## config.mk

```make
export PLATFORM = sky130hd
export DESIGN_NAME = hazard_ctrl
export DESIGN_NICKNAME = d
export VERILOG_FILES = /design/src/rtl/hazard_pkg.sv /design/src/rtl/fwd_sel.sv /design/src/rtl/hazard_ctrl.sv
export SDC_FILE = /design/constraint.sdc
export NUM_CORES = 1
export LEC_CHECK = 0
export CAP_MARGIN = 5
export CORE_MARGIN = 2
export CORE_UTILIZATION = 34
export CTS_CLUSTER_DIAMETER = 60
export DETAILED_ROUTE_END_ITERATION = 8
export PLACE_DENSITY = 0.83
export SLEW_MARGIN = 20
export SYNTH_ARGS = -nofsm -noshare
export SYNTH_HDL_FRONTEND = slang
export SYNTH_SLANG_ARGS = --single-unit
```

## constraint.sdc

```tcl
create_clock -name clk -period 1.7 [get_ports clk]
set_clock_uncertainty 0.1 [all_clocks]
set_input_delay 0.34 -clock clk [delete_from_list [all_inputs] [get_ports clk]]
set_output_delay 0.34 -clock clk [all_outputs]
set_load 0.02 [all_outputs]
```

## src/rtl/hazard_pkg.sv

```systemverilog
// Shared encodings for the pipeline hazard controller: control FSM states
// and the operand forwarding select codes.
package hazard_pkg;

    typedef enum logic [1:0] {
        ST_RUN     = 2'b00,
        ST_MC_BUSY = 2'b01
    } ctrl_state_e;

    localparam logic [1:0] FWD_RF  = 2'b00;
    localparam logic [1:0] FWD_MEM = 2'b01;
    localparam logic [1:0] FWD_WB  = 2'b10;

    // True when a pipeline writer targets the given source register.
    function automatic logic writer_hits(input logic valid, input logic wr_en,
                                         input logic [7:0] rd_addr,
                                         input logic [7:0] src_addr);
        return valid && wr_en && (rd_addr == src_addr);
    endfunction

endpackage

```

## src/rtl/fwd_sel.sv

```systemverilog
// Forwarding select for one ALU operand: the younger MEM-stage writer wins
// over the WB-stage writer; register 0 is not special.
module fwd_sel
    import hazard_pkg::*;
#(
    parameter int REG_AW = 4
) (
    input  logic [REG_AW-1:0] src_addr,
    input  logic              mem_valid,
    input  logic              mem_wr_en,
    input  logic [REG_AW-1:0] mem_rd_addr,
    input  logic              wb_valid,
    input  logic              wb_wr_en,
    input  logic [REG_AW-1:0] wb_rd_addr,
    output logic [1:0]        sel
);

    logic [7:0] src_w;
    logic [7:0] mem_w;
    logic [7:0] wb_w;

    assign src_w = 8'(src_addr);
    assign mem_w = 8'(mem_rd_addr);
    assign wb_w  = 8'(wb_rd_addr);

    always_comb begin
        sel = FWD_RF;
        if (writer_hits(mem_valid, mem_wr_en, mem_w, src_w)) begin
            sel = FWD_MEM;
        end else if (writer_hits(wb_valid, wb_wr_en, wb_w, src_w)) begin
            sel = FWD_WB;
        end
    end

endmodule

```

## src/rtl/hazard_ctrl.sv

```systemverilog
// Pipeline hazard controller: load-use stall, EX flush, multi-cycle EX hold
// and operand forwarding selects. Only the FSM state and hold counter are flops.
module hazard_ctrl
    import hazard_pkg::*;
#(
    parameter int REG_AW = 4,
    parameter int MC_W   = 4
) (
    input  logic              clk,
    input  logic              rst,
    input  logic              id_valid,
    input  logic              id_uses_rq,
    input  logic              id_uses_rs,
    input  logic [REG_AW-1:0] id_rq_addr,
    input  logic [REG_AW-1:0] id_rs_addr,
    input  logic              ex_valid,
    input  logic              ex_wr_en,
    input  logic              ex_is_load,
    input  logic [REG_AW-1:0] ex_rd_addr,
    input  logic              ex_flush,
    input  logic              ex_mc_start,
    input  logic [MC_W-1:0]   ex_mc_len,
    input  logic              mem_valid,
    input  logic              mem_wr_en,
    input  logic [REG_AW-1:0] mem_rd_addr,
    input  logic              wb_valid,
    input  logic              wb_wr_en,
    input  logic [REG_AW-1:0] wb_rd_addr,
    output logic              pc_stall,
    output logic              if_id_stall,
    output logic              id_ex_bubble,
    output logic              if_id_flush,
    output logic              ex_hold,
    output logic [1:0]        fwd_a_sel,
    output logic [1:0]        fwd_b_sel,
    output logic [1:0]        ctrl_state
);

    ctrl_state_e     state_q, state_d;
    logic [MC_W-1:0] cnt_q, cnt_d;
    logic            load_use;
    logic [1:0]      fwd_a_raw;
    logic [1:0]      fwd_b_raw;

    assign load_use = id_valid && ex_valid && ex_is_load && ex_wr_en &&
                      ((id_uses_rq && (id_rq_addr == ex_rd_addr)) ||
                       (id_uses_rs && (id_rs_addr == ex_rd_addr)));

    // Counter holds the number of hold cycles still to serve, including the current one.
    always_comb begin
        state_d = state_q;
        cnt_d   = cnt_q;
        case (state_q)
            ST_RUN: begin
                if (ex_mc_start && !ex_flush && (ex_mc_len != '0)) begin
                    state_d = ST_MC_BUSY;
                    cnt_d   = ex_mc_len;
                end
            end
            ST_MC_BUSY: begin
                cnt_d = cnt_q - MC_W'(1);
                if (cnt_q == MC_W'(1)) begin
                    state_d = ST_RUN;
                    cnt_d   = '0;
                end
            end
            default: begin
                state_d = ST_RUN;
                cnt_d   = '0;
            end
        endcase
    end

    always_ff @(posedge clk or posedge rst) begin
        if (rst) begin
            state_q <= ST_RUN;
            cnt_q   <= '0;
        end else begin
            state_q <= state_d;
            cnt_q   <= cnt_d;
        end
    end

    // Flush outranks load-use; neither is looked at while a multi-cycle op holds EX.
    always_comb begin
        pc_stall     = 1'b0;
        if_id_stall  = 1'b0;
        id_ex_bubble = 1'b0;
        if_id_flush  = 1'b0;
        ex_hold      = 1'b0;
        if (!rst) begin
            case (state_q)
                ST_RUN: begin
                    if (ex_flush) begin
                        if_id_flush  = 1'b1;
                        id_ex_bubble = 1'b1;
                    end else if (load_use) begin
                        pc_stall     = 1'b1;
                        if_id_stall  = 1'b1;
                        id_ex_bubble = 1'b1;
                    end
                end
                ST_MC_BUSY: begin
                    ex_hold     = 1'b1;
                    pc_stall    = 1'b1;
                    if_id_stall = 1'b1;
                end
                default: begin
                    pc_stall = 1'b0;
                end
            endcase
        end
    end

    fwd_sel #(.REG_AW(REG_AW)) u_fwd_a (
        .src_addr   (id_rq_addr),
        .mem_valid  (mem_valid),
        .mem_wr_en  (mem_wr_en),
        .mem_rd_addr(mem_rd_addr),
        .wb_valid   (wb_valid),
        .wb_wr_en   (wb_wr_en),
        .wb_rd_addr (wb_rd_addr),
        .sel        (fwd_a_raw)
    );

    fwd_sel #(.REG_AW(REG_AW)) u_fwd_b (
        .src_addr   (id_rs_addr),
        .mem_valid  (mem_valid),
        .mem_wr_en  (mem_wr_en),
        .mem_rd_addr(mem_rd_addr),
        .wb_valid   (wb_valid),
        .wb_wr_en   (wb_wr_en),
        .wb_rd_addr (wb_rd_addr),
        .sel        (fwd_b_raw)
    );

    assign fwd_a_sel  = rst ? FWD_RF : fwd_a_raw;
    assign fwd_b_sel  = rst ? FWD_RF : fwd_b_raw;
    assign ctrl_state = rst ? 2'b00 : 2'(state_q);

endmodule

```

# [After elaboration in Yosys (flattened, before gate mapping)]
# Cells that the tools add are included.
# W data, S select, Z words.
[classes] n_eq_ne=10 muxes=25 reduce_logical=19 n_addsub=1
[ops] operator="$eq A4 B4 Y1" n=6
[ops] operator="$mux W2" n=9
[ops] operator="$logic_and A1 B1 Y1" n=14
[ops] operator="$mux W1" n=11
[ops] operator="$mux W4" n=2
[ops] operator="$pmux W4 S2" n=1
[ops] operator="$eq A4 B1 Y1 const B" n=1
[ops] operator="$ne A2 B2 Y1 const B" n=2
[ops] operator="$pmux W2 S2" n=1
[ops] operator="$reduce_bool A4 Y1" n=1
[ops] operator="$sub A4 B1 Y4 const B" n=1
[ops] operator="$eq A2 B1 Y1 const B" n=1
[ops] operator="$logic_not A2 Y1" n=1
[ops] operator="$pmux W1 S2" n=1
[ops] operator="$reduce_and A2 Y1" n=1
[ops] operator="$logic_not A1 Y1" n=1
[ops] operator="$logic_or A1 B1 Y1" n=1
[word_totals] out_inout_bits=11 reg_bits=6 word_cells=57 input_bits=38

# [Longest topological paths before layout]
# Gate-level depths: netlist of the first run.
[logic_depth] word_depth=8 depth_mapped=5 mapped_depth_nobuf=5

# [Hierarchy]
# A second synthesis of the first run with hierarchy kept.
[hier_totals] hier_cells=87 hier_area_um2=755.7
[by_module_without_submodules] module="hazard_ctrl" n_inst=1 cells_per_inst=59 seq_area_each_um2=125.1 area_per_inst_um2=513.0
[by_module_without_submodules] module="fwd_sel" n_inst=2 cells_per_inst=14 seq_area_each_um2=0.0 area_per_inst_um2=121.4

# [Least setup slack after synthesis of the first run]
# OpenSTA, ideal clock, no wires.
[synth_path] kind="in2out" start="in id_rq_addr[0]" end="out pc_stall" stages=5 t_arrival_ns=1.730 n_path_buf=1 t_required_ns=1.260 slack_ns=-0.470 cell_sequence="xor2_1 > nor4_1 > nand3_1 > o31ai_1 > buf_4"
[synth_via] elab_chain_cells=8
[synth_rtl] element="start: declaration" line="hazard_ctrl.sv:14" rtl="input logic [REG_AW-1:0] id_rq_addr,"
[synth_rtl] element="$eq A4 B4 Y1" line="hazard_ctrl.sv:46" rtl="((id_uses_rq && (id_rq_addr == ex_rd_addr)) ||"
[synth_rtl] element="$logic_and A1 B1 Y1" line="hazard_ctrl.sv:46"
[synth_rtl] element="$logic_or A1 B1 Y1" line="hazard_ctrl.sv:46"
[synth_rtl] element="$logic_and A1 B1 Y1" line="hazard_ctrl.sv:45" rtl="assign load_use = id_valid && ex_valid && ex_is_load && ex_wr_en &&"
[synth_rtl] element="$mux W1 (2 in a row)"
[synth_rtl] element="$pmux W1 S2"
[synth_rtl] element="$mux W1"
[synth_rtl] element="end: declaration" line="hazard_ctrl.sv:29" rtl="output logic pc_stall,"
# Every way passes these cells.

# [Worst setup path in the final report of the first run]
[layout_path] start="in id_rs_addr[1]" end="out id_ex_bubble"
[layout_via] elab_chain_cells=8
[layout_rtl] element="start: declaration" line="hazard_ctrl.sv:15" rtl="input logic [REG_AW-1:0] id_rs_addr,"
[layout_rtl] element="$eq A4 B4 Y1" line="hazard_ctrl.sv:47" rtl="(id_uses_rs && (id_rs_addr == ex_rd_addr)));"
[layout_rtl] element="$logic_and A1 B1 Y1" line="hazard_ctrl.sv:47"
[layout_rtl] element="$logic_or A1 B1 Y1" line="hazard_ctrl.sv:46"
[layout_rtl] element="$logic_and A1 B1 Y1" line="hazard_ctrl.sv:45"
[layout_rtl] element="$mux W1" line="hazard_ctrl.sv:97" rtl="end else if (load_use) begin"
[layout_rtl] element="$mux W1" line="hazard_ctrl.sv:94" rtl="if (ex_flush) begin"
[layout_rtl] element="$mux W1" line="hazard_ctrl.sv:92" rtl="case (state_q)"
[layout_rtl] element="$mux W1" line="hazard_ctrl.sv:91" rtl="if (!rst) begin"
[layout_rtl] element="end: declaration" line="hazard_ctrl.sv:31" rtl="output logic id_ex_bubble,"
# Every way passes these cells.

==> results of run 1 <==
==> synth_stat cells (3+ instances only) <==
master | n | area (µm²)
nand3_1 | 4 | 20.0
buf_4 | 3 | 22.5
dfrtp_1 | 5 | 125
mux2i_1 | 5 | 50.1
nor4_1 | 3 | 18.8
xor2_1 | 12 | 105
inv_1 | 6 | 22.5
nor2_1 | 3 | 11.3
o22ai_1 | 3 | 18.8
nor3_1 | 5 | 25.0
xnor2_1 | 14 | 123
==> power groups by stage <==
stage | clock network, mW | logic (mW) | registers [mW]
after floorplan | 0 | 0.379 | 0.225
after global placement | 0 | 0.615 | 0.236
after detailed placement | 0 | 0.635 | 0.240
after CTS | 0.138 | 0.655 | 0.241
after global routing | 0.145 | 0.754 | 0.249
final | 0.133 | 0.704 | 0.243
==> worst max-delay path, cell delays in order <==
cell      delay (ps)
buf_8            100
xor2_1           160
nor4_1           330
buf_4            190
nand3_2           80
a311oi_2         250
buf_4            180
==> worst max-delay path by stage <==
stage,end,slack [ps]
floorplan,pc_stall,-180
CTS,id_ex_bubble,-310
finish,id_ex_bubble,-360
global route,id_ex_bubble,-410
detailed placement,id_ex_bubble,-1140
global placement,id_ex_bubble,-1120
==> state kept, by name (all words and copies together), names as in the netlist <==
register and count:
state_q 1, cnt_q 4
==> cells by family after synthesis <==
| kind of cell | synth area share (%) |
|---|---|
| other | 0.551 |
| AND/OR/NAND/NOR | 18.9 |
| XOR/XNOR | 33.5 |
| adder cells (fa/ha/maj) | 3.68 |
| multiplexers | 7.35 |
| AO/OA/AOI/OAI | 8.27 |
| flip-flops | 18.4 |
| buffers and inverters | 9.37 |
==> stage by stage <==
step / hold WS [ps] / worst slack, ps / cell area [µm²] / instances
after floorplan: 270 / -180 / 708 / 82
final: 166 / -361 / 1530 / 178
after global placement: 452 / -1120 / 1310 / 168
after CTS: 158 / -309 / 1440 / 177
after global routing: 180 / -411 / 1530 / 178
after detailed placement: 462 / -1140 / 1310 / 168
==> layer usage <==
metal | global-route usage [%] | vias to the layer above | part of all wire (%)
met5 | 0 | - | 0
met4 | 3.33 | 0 | 2.9
met3 | 4.01 | 6 | 6.3
met2 | 46.8 | 46 | 55
met1 | 21.4 | 429 | 36
li1 | - | 418 | -
==> final cells by class <==
class | count | area (µm²)
Inverter | 6 | 22.5
Clock buffer | 4 | 26.3
Fill cell | 126 | 394
Sequential cell | 5 | 125
Tap cell | 27 | 33.8
Multi-Input combinational cell | 65 | 697
Timing Repair Buffer | 71 | 623
==> what timing repair did <==
action	in CTS	in global routing
hold buffers	0	0
pin swaps	26	8
endpoints found under the setup margin	15	13
gates resized for setup	165	26
setup buffers	5	2
==> impl_metrics.xml, run 1 <==
<?xml version="1.0" encoding="UTF-8"?>
<metrics>
  <group name="outcome">
    <metric name="run_status" unit="">finished with violations</metric>
    <metric name="failed_checks" unit="">setup timing</metric>
  </group>
  <group name="power_and_ir_drop">
    <metric name="power.switching_fraction" unit="%">41.1</metric>
    <metric name="finalPower" unit="mW">1.08</metric>
    <metric name="share_clk_of_total_power" unit="%">12.3</metric>
    <metric name="internal_power" unit="mW">0.636</metric>
    <metric name="combinationalPowerShare" unit="%">65.2</metric>
    <metric name="switching_power" unit="mW">0.444</metric>
    <metric name="power_per_cell_area" unit="nW/µm²">707</metric>
    <metric name="sequential_power_share" unit="%">22.5</metric>
    <metric name="leakagePower" unit="nW">0.685</metric>
    <metric name="maximum_vdd_ir_drop" unit="µV">392</metric>
  </group>
  <group name="clock_network">
    <metric name="clock_tree.htree_level_count" unit="">1</metric>
    <metric name="clock_path_buffers" unit="">2</metric>
    <metric name="clock_sinks" unit="">5</metric>
    <metric name="cts_tree" unit="">built</metric>
    <metric name="clock_latency" unit="ps">240</metric>
    <metric name="clkTransAtPathRegs" unit="ps">40</metric>
    <metric name="clock_tree.root_cell" unit="">clkbuf_4</metric>
    <metric name="cts_buffers" unit="">3</metric>
  </group>
  <group name="die">
    <metric name="initial_util" unit="%">35.4</metric>
    <metric name="core.rowCount" unit="">16</metric>
    <metric name="die_height" unit="µm">48.7</metric>
    <metric name="design.die.area" unit="µm²">2380</metric>
    <metric name="die-width" unit="µm">48.7</metric>
    <metric name="ios" unit="">49</metric>
    <metric name="core" unit="µm²">1920</metric>
  </group>
  <group name="synthesis">
    <metric name="async_sr_flop_fraction" unit="%">100</metric>
    <metric name="synth-seq-cells" unit="">5</metric>
    <metric name="synth-warning-count" unit="">0</metric>
    <metric name="synth_enable_flop_cells" unit="">0</metric>
    <metric name="number_of_distinct_library_cell_variants_in_the_gate_level_netlist_after_synthesis" unit="">25</metric>
    <metric name="avgSynthCellArea" unit="µm²">8.30</metric>
    <metric name="postSynthCellCount" unit="">82</metric>
    <metric name="post_synth_instance_area" unit="µm²">681</metric>
    <metric name="synth_nets" unit="">122</metric>
    <metric name="synth_sequential_area_ratio" unit="%">18.4</metric>
    <metric name="synth_flop_cell" unit="">dfrtp_1</metric>
  </group>
  <group name="sta">
    <metric name="final_setup_violation_count" unit="">7</metric>
    <metric name="final.setup.worst_slack" unit="ps">-361</metric>
    <metric name="final_hold_viol_count" unit="">0</metric>
    <metric name="fmax" unit="MHz">485</metric>
    <metric name="period_share" unit="%">121</metric>
    <metric name="tns" unit="ps">-1370</metric>
    <metric name="fin_crit" unit="ps">2060</metric>
    <metric name="maxSlewViolCount" unit="">0</metric>
    <metric name="rsz0062_at_grt" unit="">true</metric>
  </group>
  <group name="global_route">
    <metric name="via_count_of_the_first_global_routing_pass" unit="">956</metric>
    <metric name="grt_max_degree" unit="">9</metric>
    <metric name="grt_util_all_layers" unit="%">21.9</metric>
    <metric name="grt_first_pass_wirelength" unit="µm">4080</metric>
    <metric name="gr-total-overflow" unit="">0</metric>
    <metric name="initial_antenna_violation_count" unit="">0</metric>
  </group>
  <group name="layout">
    <metric name="final_core_utilization" unit="%">79.5</metric>
    <metric name="nets" unit="">192</metric>
    <metric name="drive_above_1_share" unit="%">53.6</metric>
    <metric name="mostFrequentLayoutCell" unit="">buf_4</metric>
    <metric name="layout_common_cells" unit="">buf_4, buf_6, dlygate4sd2_1, buf_2, xnor2_1</metric>
    <metric name="flow.area_growth_from_synthesis" unit="%">124</metric>
    <metric name="diodes" unit="">0</metric>
  </group>
  <group name="setup_path">
    <metric name="reg2reg_to" unit="">state_q[0]</metric>
    <metric name="criticalPathCategory" unit="">in -&gt; out</metric>
    <metric name="startpoint_type" unit="">input port</metric>
    <metric name="crit_required" unit="ps">1260</metric>
    <metric name="critPathCaptureType" unit="">output pin</metric>
    <metric name="crit_path_max_fanout" unit="">2</metric>
    <metric name="ff2ff_setup_slack" unit="ps">170</metric>
    <metric name="crit-reg2reg-launch" unit="">cnt_q[1]</metric>
    <metric name="worst_setup_path_startpoint" unit="">id_rs_addr[1]</metric>
    <metric name="worst-endpoint-arrival" unit="ps">1620</metric>
    <metric name="r2r_cells" unit="">5</metric>
  </group>
  <group name="route">
    <metric name="routed_wl" unit="µm">2920</metric>
    <metric name="vias" unit="">899</metric>
    <metric name="drc" unit="">0</metric>
    <metric name="dr.first_iter.drc_count" unit="">13</metric>
    <metric name="first_pass_iters" unit="">4</metric>
    <metric name="drt.antenna.violating_nets" unit="">0</metric>
    <metric name="routed_wire_length_per_instance" unit="µm">16.4</metric>
    <metric name="route.detailed.vias_per_inst" unit="">5.05</metric>
  </group>
  <group name="place">
    <metric name="placement.io_buffers" unit="">47</metric>
    <metric name="detailed_place_hpwl" unit="µm">1890</metric>
    <metric name="gp_congestion" unit="">0.786</metric>
  </group>
  <group name="job">
    <metric name="max_cap_violations" unit="">0</metric>
  </group>
  <group name="min_path">
    <metric name="timing.hold.worst.class" unit="">in -&gt; async</metric>
  </group>
</metrics>
(Power assumes the default switching activity.)
==> inputs of run 2 (changes only) <==
--- a/config.mk
+++ b/config.mk
@@ -5,7 +5,7 @@
 export SDC_FILE = /design/constraint.sdc
 export NUM_CORES = 1
 export LEC_CHECK = 0
-export CAP_MARGIN = 5
+export CAP_MARGIN = 20
 export CORE_MARGIN = 2
 export CORE_UTILIZATION = 34
 export CTS_CLUSTER_DIAMETER = 60
==> results of run 2 <==
Final layout, timing and power as in run 1 (identical DEF).
==> inputs of run 3 (changes only) <==
--- a/config.mk
+++ b/config.mk
@@ -5,12 +5,12 @@
 export SDC_FILE = /design/constraint.sdc
 export NUM_CORES = 1
 export LEC_CHECK = 0
-export CAP_MARGIN = 20
+export CAP_MARGIN = 15
 export CORE_MARGIN = 2
-export CORE_UTILIZATION = 34
+export CORE_UTILIZATION = 31
 export CTS_CLUSTER_DIAMETER = 60
 export DETAILED_ROUTE_END_ITERATION = 8
-export PLACE_DENSITY = 0.83
+export PLACE_DENSITY = 0.8
 export SLEW_MARGIN = 20
 export SYNTH_ARGS = -nofsm -noshare
 export SYNTH_HDL_FRONTEND = slang
==> constraint.sdc (replaced) <==
create_clock -name clk -period 1.8 [get_ports clk]
set_clock_uncertainty 0.1 [all_clocks]
set_input_delay 0.36 -clock clk [delete_from_list [all_inputs] [get_ports clk]]
set_output_delay 0.36 -clock clk [all_outputs]
set_load 0.02 [all_outputs]
==> run 3 against run 2 <==
- the flow still finishes with violations (setup timing)
- first-iteration DRC count decreased by 15%
- largest cell class unchanged
- final cell count fell by 1.7%
- clock power is 6% higher
- non-clock buffer count is 3 lower
- worst setup slack improved by 64 ps
- final area shrank 5.2%
- combinational power down 9.1%
- sequential power fell by 7%
- via count fell by 2.6%
==> impl_metrics.xml, run 3 (synthesis results as in run 1) <==
<?xml version="1.0" encoding="UTF-8"?>
<metrics>
  <group name="outcome">
    <metric name="run_status" unit="">finished with violations</metric>
    <metric name="failed_checks" unit="">setup timing</metric>
  </group>
  <group name="clock_network">
    <metric name="clock_sinks" unit="">5</metric>
    <metric name="clock_tree.root_cell" unit="">clkbuf_4</metric>
    <metric name="cts_tree" unit="">built</metric>
    <metric name="clkTransAtPathRegs" unit="ps">50</metric>
    <metric name="clock_path_buffers" unit="">2</metric>
    <metric name="clock_tree.htree_level_count" unit="">1</metric>
    <metric name="clock_latency" unit="ps">250</metric>
    <metric name="cts_buffers" unit="">3</metric>
  </group>
  <group name="route">
    <metric name="routed_wire_length_per_instance" unit="µm">14.8</metric>
    <metric name="first_pass_iters" unit="">4</metric>
    <metric name="drc" unit="">0</metric>
    <metric name="route.detailed.vias_per_inst" unit="">5.01</metric>
    <metric name="drt.antenna.violating_nets" unit="">0</metric>
    <metric name="routed_wl" unit="µm">2580</metric>
    <metric name="vias" unit="">876</metric>
    <metric name="dr.first_iter.drc_count" unit="">11</metric>
  </group>
  <group name="die">
    <metric name="ios" unit="">49</metric>
    <metric name="initial_util" unit="%">33.7</metric>
    <metric name="die_height" unit="µm">50.9</metric>
    <metric name="design.die.area" unit="µm²">2590</metric>
    <metric name="core" unit="µm²">2020</metric>
    <metric name="core.rowCount" unit="">16</metric>
    <metric name="die-width" unit="µm">50.9</metric>
  </group>
  <group name="layout">
    <metric name="largest_reg_flops" unit="">4</metric>
    <metric name="drive_above_1_share" unit="%">50.0</metric>
    <metric name="final_core_utilization" unit="%">71.7</metric>
    <metric name="layout_common_cells" unit="">buf_4, dlygate4sd2_1, xnor2_1, buf_6, buf_2</metric>
    <metric name="mostFrequentLayoutCell" unit="">buf_4</metric>
    <metric name="flow.area_growth_from_synthesis" unit="%">113</metric>
    <metric name="nets" unit="">189</metric>
    <metric name="post_layout_nonfiller_instances" unit="">175</metric>
    <metric name="largest-register" unit="">cnt_q</metric>
    <metric name="largestRegisters" unit="">cnt_q: 4 flops, state_q: 1 flops</metric>
    <metric name="diodes" unit="">0</metric>
  </group>
  <group name="global_route">
    <metric name="grt_first_pass_wirelength" unit="µm">3930</metric>
    <metric name="grt_util_all_layers" unit="%">20.3</metric>
    <metric name="gr-total-overflow" unit="">0</metric>
    <metric name="initial_antenna_violation_count" unit="">0</metric>
    <metric name="via_count_of_the_first_global_routing_pass" unit="">920</metric>
    <metric name="grt_max_degree" unit="">9</metric>
  </group>
  <group name="place">
    <metric name="placedCellCount" unit="">167</metric>
    <metric name="placement.io_buffers" unit="">47</metric>
    <metric name="detailed_place_hpwl" unit="µm">1840</metric>
    <metric name="gp_congestion" unit="">0.810</metric>
  </group>
  <group name="setup_path">
    <metric name="worst-endpoint-arrival" unit="ps">1640</metric>
    <metric name="startpoint_type" unit="">input port</metric>
    <metric name="critPathCaptureType" unit="">output pin</metric>
    <metric name="crit_required" unit="ps">1340</metric>
    <metric name="crit_path_max_fanout" unit="">2</metric>
    <metric name="ff2ff_setup_slack" unit="ps">300</metric>
    <metric name="r2r_cells" unit="">5</metric>
    <metric name="criticalPathCategory" unit="">in -&gt; out</metric>
  </group>
  <group name="sta">
    <metric name="period_share" unit="%">116</metric>
    <metric name="tns" unit="ps">-778</metric>
    <metric name="fmax" unit="MHz">477</metric>
    <metric name="final_hold_viol_count" unit="">0</metric>
    <metric name="maxSlewViolCount" unit="">0</metric>
    <metric name="final.setup.worst_slack" unit="ps">-297</metric>
    <metric name="fin_crit" unit="ps">2100</metric>
    <metric name="final_setup_violation_count" unit="">3</metric>
    <metric name="rsz0062_at_grt" unit="">true</metric>
  </group>
  <group name="power_and_ir_drop">
    <metric name="power_per_cell_area" unit="nW/µm²">694</metric>
    <metric name="maximum_vdd_ir_drop" unit="µV">347</metric>
    <metric name="leakagePower" unit="nW">0.644</metric>
  </group>
  <group name="min_path">
    <metric name="timing.hold.worst.class" unit="">in -&gt; async</metric>
  </group>
  <group name="job">
    <metric name="max_cap_violations" unit="">0</metric>
  </group>
</metrics>
## run 3: cell type report
cell class              instances  area [µm²]
multi-input cells              65         673
clock buffers                   4        26.3
well taps                      27        33.8
flip-flops and latches          5         125
repair buffers                 68         568
fillers                       149         573
inverters                       6        22.5
## run 3: per-stage QoR
stage                     hold WS, ps  instance area [µm²]  setup slack [ps]  power [mW]
final                            53.5                 1450              -297        1.01
after global placement            451                 1290             -1070       0.800
after detailed placement          457                 1290             -1120       0.824
after floorplan                   290                  703              -120       0.570
after global routing             76.9                 1450              -354        1.08
after CTS                         162                 1360              -252       0.961
## run 3: timing repair
item / 4_1_cts / 5_1_grt
hold buffers: 0 / 0
pin swaps: 24 / 11
gates resized for setup: 135 / 25
buffers inserted: 2 / 3
endpoints found under the setup margin: 14 / 14
## run 3: power by group
group | internal [mW] | switching [mW]
sequential | 0.173 | 0.0517
clock | 0.0844 | 0.0562
combinational | 0.328 | 0.312
total | 0.586 | 0.419
## run 3: final timing paths
kind                                from           end
min                                  rst    state_q[0]
max in group asynchronous            rst      cnt_q[1]
min reg2reg                     cnt_q[0]      cnt_q[0]
min in group clk            ex_mc_len[0]      cnt_q[0]
max                        id_rq_addr[1]  id_ex_bubble
max reg2reg                     cnt_q[1]    state_q[0]
## run 3: critical path, stage by stage
cell	delay (ps)
buf_2	120
xor2_1	160
nor4_2	380
nand3_4	130
a311oi_2	310
buf_4	190
## run 3: layer usage
metal | GRT usage [%] | vias up | part of all wire, %
met3 | 6.14 | 9 | 6.4
li1 | - | 418 | -
met1 | 20.0 | 406 | 37
met2 | 40.1 | 43 | 54
met4 | 6.31 | 0 | 2.6
met5 | 0 | - | 0
